### config.mk
export PLATFORM = sky130hd
export DESIGN_NAME = data_bus_bridge
export DESIGN_NICKNAME = d
export VERILOG_FILES = /design/src/rtl/data_bus_bridge.sv
export SDC_FILE = /design/constraint.sdc
export NUM_CORES = 1
export LEC_CHECK = 0
export CAP_MARGIN = 20
export CORE_ASPECT_RATIO = 1.2
export CORE_MARGIN = 2
export CORE_UTILIZATION = 40
export DETAILED_ROUTE_END_ITERATION = 6
export PLACE_DENSITY = 0.75
export SLEW_MARGIN = 20
export SYNTH_ARGS = -nofsm -noshare
export SYNTH_HDL_FRONTEND = slang
export SYNTH_SLANG_ARGS = --single-unit
### constraint.sdc
create_clock -name i_clock -period 4.7 [get_ports i_clock]
set_input_delay 0.94 -clock i_clock [delete_from_list [all_inputs] [get_ports i_clock]]
set_output_delay 0.94 -clock i_clock [all_outputs]
set_load 0.05 [all_outputs]
### src/rtl/data_bus_bridge.sv
// data_bus_bridge: core load/store to word-wide req/ack memory bridge with stall, misalignment and timeout
module data_bus_bridge #(
    parameter int ADDR_WIDTH = 32,
    parameter int TIMEOUT    = 15
) (
    input  logic                  i_clock,
    input  logic                  i_reset,
    input  logic [ADDR_WIDTH-1:0] i_addr,
    input  logic                  i_re,
    input  logic                  i_we,
    input  logic [1:0]            i_access,
    input  logic                  i_unsigned,
    input  logic [31:0]           i_wdata,
    output logic [31:0]           o_rdata,
    output logic                  o_stall,
    output logic                  o_misaligned,
    output logic                  o_buserr,
    output logic [ADDR_WIDTH-1:0] o_mem_addr,
    output logic                  o_mem_req,
    output logic                  o_mem_we,
    output logic [3:0]            o_mem_be,
    output logic [31:0]           o_mem_wdata,
    input  logic                  i_mem_ack,
    input  logic [31:0]           i_mem_rdata
);
    localparam logic [1:0] S_IDLE = 2'd0;
    localparam logic [1:0] S_WAIT = 2'd1;
    localparam logic [1:0] S_DONE = 2'd2;
    localparam int CW = TIMEOUT > 1 ? $clog2(TIMEOUT) : 1;
    localparam logic [CW-1:0] LIMIT = CW'(TIMEOUT > 0 ? TIMEOUT - 1 : 0);

    logic [1:0]    state;
    logic [CW-1:0] cnt;
    logic [1:0]    lane_q;
    logic [1:0]    acc_q;
    logic          uns_q;
    logic [31:0]   rdata_q;
    logic          buserr_q;
    logic          valid;
    logic [3:0]    be_c;
    logic [31:0]   wdata_c;
    logic [7:0]    byte_sel;
    logic [15:0]   half_sel;
    logic [31:0]   ext;

    // core-side decode: alignment, lane enables, store replication, load extension from latched lane
    always_comb begin
        o_misaligned = (i_access == 2'd3) | ((i_access == 2'd1) & i_addr[0]) | ((i_access == 2'd2) & (|i_addr[1:0]));
        valid        = (i_re | i_we) & ~o_misaligned;
        be_c         = i_access == 2'd0 ? 4'b0001 << i_addr[1:0] : i_access == 2'd1 ? (i_addr[1] ? 4'b1100 : 4'b0011) : 4'b1111;
        wdata_c      = i_access == 2'd0 ? {4{i_wdata[7:0]}} : i_access == 2'd1 ? {2{i_wdata[15:0]}} : i_wdata;
        byte_sel     = i_mem_rdata[{lane_q, 3'b000} +: 8];
        half_sel     = lane_q[1] ? i_mem_rdata[31:16] : i_mem_rdata[15:0];
        ext          = acc_q == 2'd0 ? {{24{~uns_q & byte_sel[7]}}, byte_sel} :
                       acc_q == 2'd1 ? {{16{~uns_q & half_sel[15]}}, half_sel} : i_mem_rdata;
        o_stall      = (state == S_WAIT) | ((state == S_IDLE) & valid & ~i_reset);
        o_rdata      = ((state == S_IDLE) & o_misaligned) ? 32'd0 : rdata_q;
        o_buserr     = buserr_q;
    end

    // transaction FSM: accept in IDLE, hold request until ack or timeout, one DONE cycle to release the core
    always_ff @(posedge i_clock or posedge i_reset) begin
        if (i_reset) begin
            state       <= S_IDLE;
            cnt         <= '0;
            lane_q      <= '0;
            acc_q       <= '0;
            uns_q       <= 1'b0;
            rdata_q     <= '0;
            buserr_q    <= 1'b0;
            o_mem_req   <= 1'b0;
            o_mem_we    <= 1'b0;
            o_mem_be    <= '0;
            o_mem_addr  <= '0;
            o_mem_wdata <= '0;
        end else if (state == S_IDLE) begin
            buserr_q <= 1'b0;
            if (valid) begin
                state       <= S_WAIT;
                cnt         <= '0;
                rdata_q     <= '0;
                lane_q      <= i_addr[1:0];
                acc_q       <= i_access;
                uns_q       <= i_unsigned;
                o_mem_req   <= 1'b1;
                o_mem_we    <= i_we;
                o_mem_be    <= be_c;
                o_mem_addr  <= {i_addr[ADDR_WIDTH-1:2], 2'b00};
                o_mem_wdata <= wdata_c;
            end
        end else if (state == S_WAIT) begin
            if (i_mem_ack) begin
                state     <= S_DONE;
                rdata_q   <= o_mem_we ? 32'd0 : ext;
                o_mem_req <= 1'b0;
            end else if (TIMEOUT != 0 && cnt == LIMIT) begin
                state     <= S_DONE;
                rdata_q   <= '0;
                buserr_q  <= 1'b1;
                o_mem_req <= 1'b0;
            end else begin
                cnt <= cnt + 1'b1;
            end
        end else begin
            state    <= S_IDLE;
            rdata_q  <= '0;
            buserr_q <= 1'b0;
        end
    end
endmodule

==> Word-level counts from Yosys, hierarchy flattened <==
Cells that the tools add are included.
Widths: inputs -> output; s select.
{ "op_classes": {"n_shift": 2, "n_reduce_logical": 11, "eq_ne": 12, "n_mux": 34, "addsub": 1, "n_bitwise": 15} }
{ "op_table": {"columns": ["cell", "count"], "rows": [
  ["$mux 32", 11],
  ["$mux 4", 8],
  ["$shiftx 32x6->8", 1],
  ["$mux 16", 1],
  ["$mux 2", 5],
  ["$mux 1", 9],
  ["$and 1x1->1", 8],
  ["$eq 2x1->1 const B", 3],
  ["$logic_not 2->1", 3],
  ["$reduce_and 2->1", 3],
  ["$add 4x1->4 const B", 1],
  ["$eq 2x2->1 const B", 2],
  ["$eq 4x4->1 const B", 1],
  ["$ne 2x2->1 const B", 2],
  ["$ne 4x2->1 const B", 1],
  ["$or 1x1->1", 4],
  ["$reduce_and 4->1", 1],
  ["$shl 1x2->4 const A", 1],
  ["$ne 3x1->1 const B", 1],
  ["$ne 3x2->1 const B", 1],
  ["$not 1->1", 3],
  ["$reduce_and 3->1", 1],
  ["$reduce_bool 3->1", 1],
  ["$ne 2x1->1 const B", 1],
  ["2 further kinds", 2]
]} }
{ "word_totals": {"register_bits": 112} }

==> Depth between registers and ports, before layout <==
{ "logic_depth": {"ltp_word": 9, "mapped_depth": 6} }

==> Least setup slack after synthesis <==
OpenSTA, ideal clock, no wires.
{ "synth_path": {"kind": "input to output", "from": "input i_access[0]", "to": "output o_stall", "slack_ps": 919, "t_arrival_ps": 2841, "required_time_ps": 3760, "stages": 5, "path_buffers": 2, "cell_sequence": "nor3_2 > o221ai_2 > buf_2 > buf_2 > o21ai_0"} }
{ "synth_between": {"elab_chain_len": 9, "elab_cells_between_ends": 12, "cone_classes": "eq/ne (3); bitwise (9)"} }
{ "synth_rtl": {"columns": ["item", "line", "source"], "rows": [
  ["from (decl)", "11", "input logic [1:0] i_access,"],
  ["$eq 2x1->1", "48", "o_misaligned = (i_access == 2'd3) | ((i_access == 2'd1) & i_addr[0]) | ((i_access == 2'd2) & (|i_addr[1:0]));"],
  ["$and 1x1->1", "48", null],
  ["$or 1x1->1", "48", null],
  ["$or 1x1->1 *", "48", null],
  ["$not 1->1 *", "49", "valid = (i_re | i_we) & ~o_misaligned;"],
  ["$and 1x1->1 *", "49", null],
  ["$and 1x1->1 * (2 in series)", "56", "o_stall = (state == S_WAIT) | ((state == S_IDLE) & valid & ~i_reset);"],
  ["$or 1x1->1 *", "56", null],
  ["to (decl)", "15", "output logic o_stall,"]
]} }
Every way passes the cells marked *; elsewhere a longest branch is shown, timed or not.

==> Final worst setup path <==
{ "layout_path": {"from": "input i_addr[0]", "to": "output o_rdata[7]"} }
{ "layout_between": {"elab_chain_len": 5, "elab_cells_between_ends": 7, "cone_classes": "mux (1); bitwise (5); reduce/logical (1)"} }
{ "layout_rtl": {"columns": ["item", "line", "source"], "rows": [
  ["from (decl)", "8", "input logic [ADDR_WIDTH-1:0] i_addr,"],
  ["$and 1x1->1 or $reduce_or 2->1 (tied branches)", "48", null],
  ["$or 1x1->1 or $and 1x1->1 (tied branches)", "48", null],
  ["$or 1x1->1 *", "48", null],
  ["$and 1x1->1 *", "57", "o_rdata = ((state == S_IDLE) & o_misaligned) ? 32'd0 : rdata_q;"],
  ["$mux 32 *", "57", null],
  ["to (decl)", "14", "output logic [31:0] o_rdata,"]
]} }
Marks and branches as above.

==> qor.yml <==
status: "finished, final reports clean"
antenna_found_initial: 1
layout-drive-gt1-share: 0.169
groute.usage.overall: 0.208
yosys.area.top_type: "dfrtp_1"
crit_fanout: 32
grt_pass1_wl_mm: 22.8
rows: 45
cts_max_level: 3
syn_inst: 464
slew-limit-headroom: 0.417
regArea_um2: 2800
leakage_nw: 3.35
period_needed_ps: 3660
p_per_area_nw_per_um2: 599
synth_most_common_cell: "dfrtp_1"
synth-edff-count: 0
worstSetupEndpointType: "output port"
synth.avg_cell_area_um2: 11.3
core_region_area_um2: 12800
async_flop_share: 1.00
dp_hpwl_mm: 11.0
rsz0062_at_grt: "no"
diodes: 0
synth_top_area_share: 0.532
fin_crit_sh: 0.778
cts_buffer_depth: 2
grt_pass1_vias: 4464
cts_sinks: 112
synth.cell_area_um2: 5270
hp-class: "reg -> reg"
drc: 0
clockPowerShare: 0.153
finalNetCount: 765
cap_violations: 0
ys_top_cells_by_area: "dfrtp_1, mux2_2, mux2i_1"
die_x_um: 109
cp_top_family: "simple AND/OR/NAND/NOR gates"
synth_commonest_cells: "dfrtp_1, mux2_2, nor2b_1"
start_util: 0.412
yosys.cell_types.count: 44
grt_max_degree: 62
total_power_mw: 4.60
critPathLaunchType: "input port"
gr-total-overflow: 0
wl_mm: 14.4
fillers: 1060
crit_chain: "clkdlybuf4s50_1, nor3_2, nor2_1, and2_2, nor2b_1, buf_4"
clock_skew_ps: 7.39
postCtsSetupRepairBufs: 0
required_ps: 3760
critPathSlowestCell: "clkdlybuf4s50_1"
clock_latency_ps: 340
cts_root_buf: "clkbuf_16"
power_frac_seq: 0.329
routabilityCongestion: 0.887
cts_tree: "yes"
clkTransAtPathRegs_ps: 70
ys_seq_area_frac: 0.532
io_pins: 209
worst_pin_slew_ps: 872
die_area_um2: 14100
p_sw_mw: 2.08
power_switching_share: 0.453
multi_input_area_um2: 2330
numCtsBuffers: 9
p_int_mw: 2.52
hold_viol_final: 0
ys_ff_latch: 112
crit_buf_inv: 2
firstDrtPassIters: 4
drv_slew: 0
cts-hold-fix-buffers: 0
ir_worst_vdd_uv: 375
syn2layout_area_growth_pct: 45.8
die_height_um: 130
viasPerCell: 5.14
drt_iter0_drc: 157
cts.repair.resized: 0
setup-tns-final_ps: 0
slowest_delay_ps: 500
comb_power_share: 0.518
setup_viol: 0
ys_warn_count: 0
fmax_mhz: 273
ant_nets: 0
wl_per_cell_um: 17.4
via_count: 4254
synthFlopType: "dfrtp_1"
path_class: "in -> out"
arrival_ps: 2720
port-buffer-count: 206
==> stage by stage <==
step,cell area [um^2],hold slack [ps],setup WS [ps],instances,utilization
after floorplan,5270,449,801,465,-
after global placement,7400,464,819,812,0.579
after detailed placement,7410,468,674,812,0.580
after CTS,7680,489,669,828,0.601
after global routing,7680,507,848,828,0.601
final,7680,485,1040,828,0.601
==> worst register-to-register path, stage by stage (launching register included) <==
cell and delay [ps]:
dfrtp_1 720, mux2i_1 380, nor3_1 140, o31ai_4 660, o2bb2ai_1 180
==> worst paths after layout <==
| path | startpoint | endpoint | slack (ps) | cells after the start |
|---|---|---|---|---|
| max | i_addr[0] | o_rdata[7] | 1040 | 6 |
| min | o_mem_wdata[28]$_DFFE_PP0P_ | o_mem_wdata[28]$_DFFE_PP0P_ | 480 | 2 |
| max reg2reg | lane_q[1]$_DFFE_PP0P_ | rdata_q[19]$_DFFE_PP0P_ | 2480 | 4 |
| min reg2reg | o_mem_wdata[28]$_DFFE_PP0P_ | o_mem_wdata[28]$_DFFE_PP0P_ | 480 | 2 |
| max in group asynchronous | i_reset | o_mem_addr[6]$_DFFE_PP0P_ | 2830 | 3 |
| min in group asynchronous | i_reset | o_mem_req$_DFFE_PP0P_ | 1130 | 2 |
==> area by class of cell <==
cell class | instances | area share
flip-flops and latches | 112 | 0.365
multi-input cells | 317 | 0.303
well taps | 164 | 0.0267
clock inverters | 3 | 0.00228
clock buffers | 13 | 0.0326
inverters | 7 | 0.00375
repair buffers | 212 | 0.267
==> metal layers <==
layer  global-route usage  vias up  share of wire
met5                    0        -        0.00090
met1                0.234     2013           0.38
met3               0.0941       17           0.11
met2                0.356      191           0.49
li1                     -     2031              -
met4               0.0618        2          0.017
==> state kept, by name (all words and copies together) (netlist names) <==
name         flops
lane_q           2
o_mem_wdata     32
o_buserr         1
uns_q            1
o_mem_be         4
o_mem_req        1
o_mem_we         1
state            2
cnt              4
o_mem_addr      30
acc_q            2
rdata_q         32
==> power groups by stage <==
stage          Sequential, mW  Clock, mW  Combinational, mW
2_1_floorplan            2.29          0              0.781
6_report                 1.51      0.704               2.38
4_1_cts                  1.52      0.723               2.40
3_5_place_dp             1.53          0               2.40
5_1_grt                  1.56      0.761               2.51
3_3_place_gp             1.51          0               2.37
==> layout by cell type (no fill, tap or decap), types with 2 or more instances in the layout <==
| master | Yosys | routed |
|---|---|---|
| clkinv_2 | 0 | 2 |
| o21ai_0 | 32 | 32 |
| mux2_2 | 48 | 48 |
| a221o_1 | 8 | 8 |
| nand3_1 | 5 | 5 |
| nor3_1 | 4 | 4 |
| clkbuf_16 | 0 | 9 |
| dfrtp_1 | 112 | 112 |
| o2bb2ai_1 | 24 | 24 |
| conb_1 | 1 | 2 |
| o221ai_1 | 7 | 7 |
| and2_1 | 3 | 2 |
| a22o_1 | 3 | 3 |
| a21oi_1 | 14 | 14 |
| clkbuf_1 | 17 | 3 |
| nor3b_1 | 2 | 2 |
| nor2b_1 | 48 | 48 |
| buf_12 | 0 | 2 |
| nand2b_1 | 2 | 2 |
| clkdlybuf4s50_1 | 0 | 172 |
| buf_4 | 2 | 38 |
| mux2i_1 | 33 | 33 |
| inv_1 | 7 | 6 |
| ha_1 | 2 | 2 |
| nor2_1 | 18 | 18 |
| nand2_1 | 42 | 42 |
==> cell families after synthesis <==
family                   share of synthesized area
buffers and inverters                       0.0307
multiplexers                                 0.168
flip-flops                                   0.532
adder cells (fa/ha/maj)                    0.00475
XOR/XNOR                                   0.00333
AND/OR/NAND/NOR                              0.130
AO/OA/AOI/OAI                                0.130
other                                     0.000712
No activity file was read; power rests on OpenSTA's default activity.
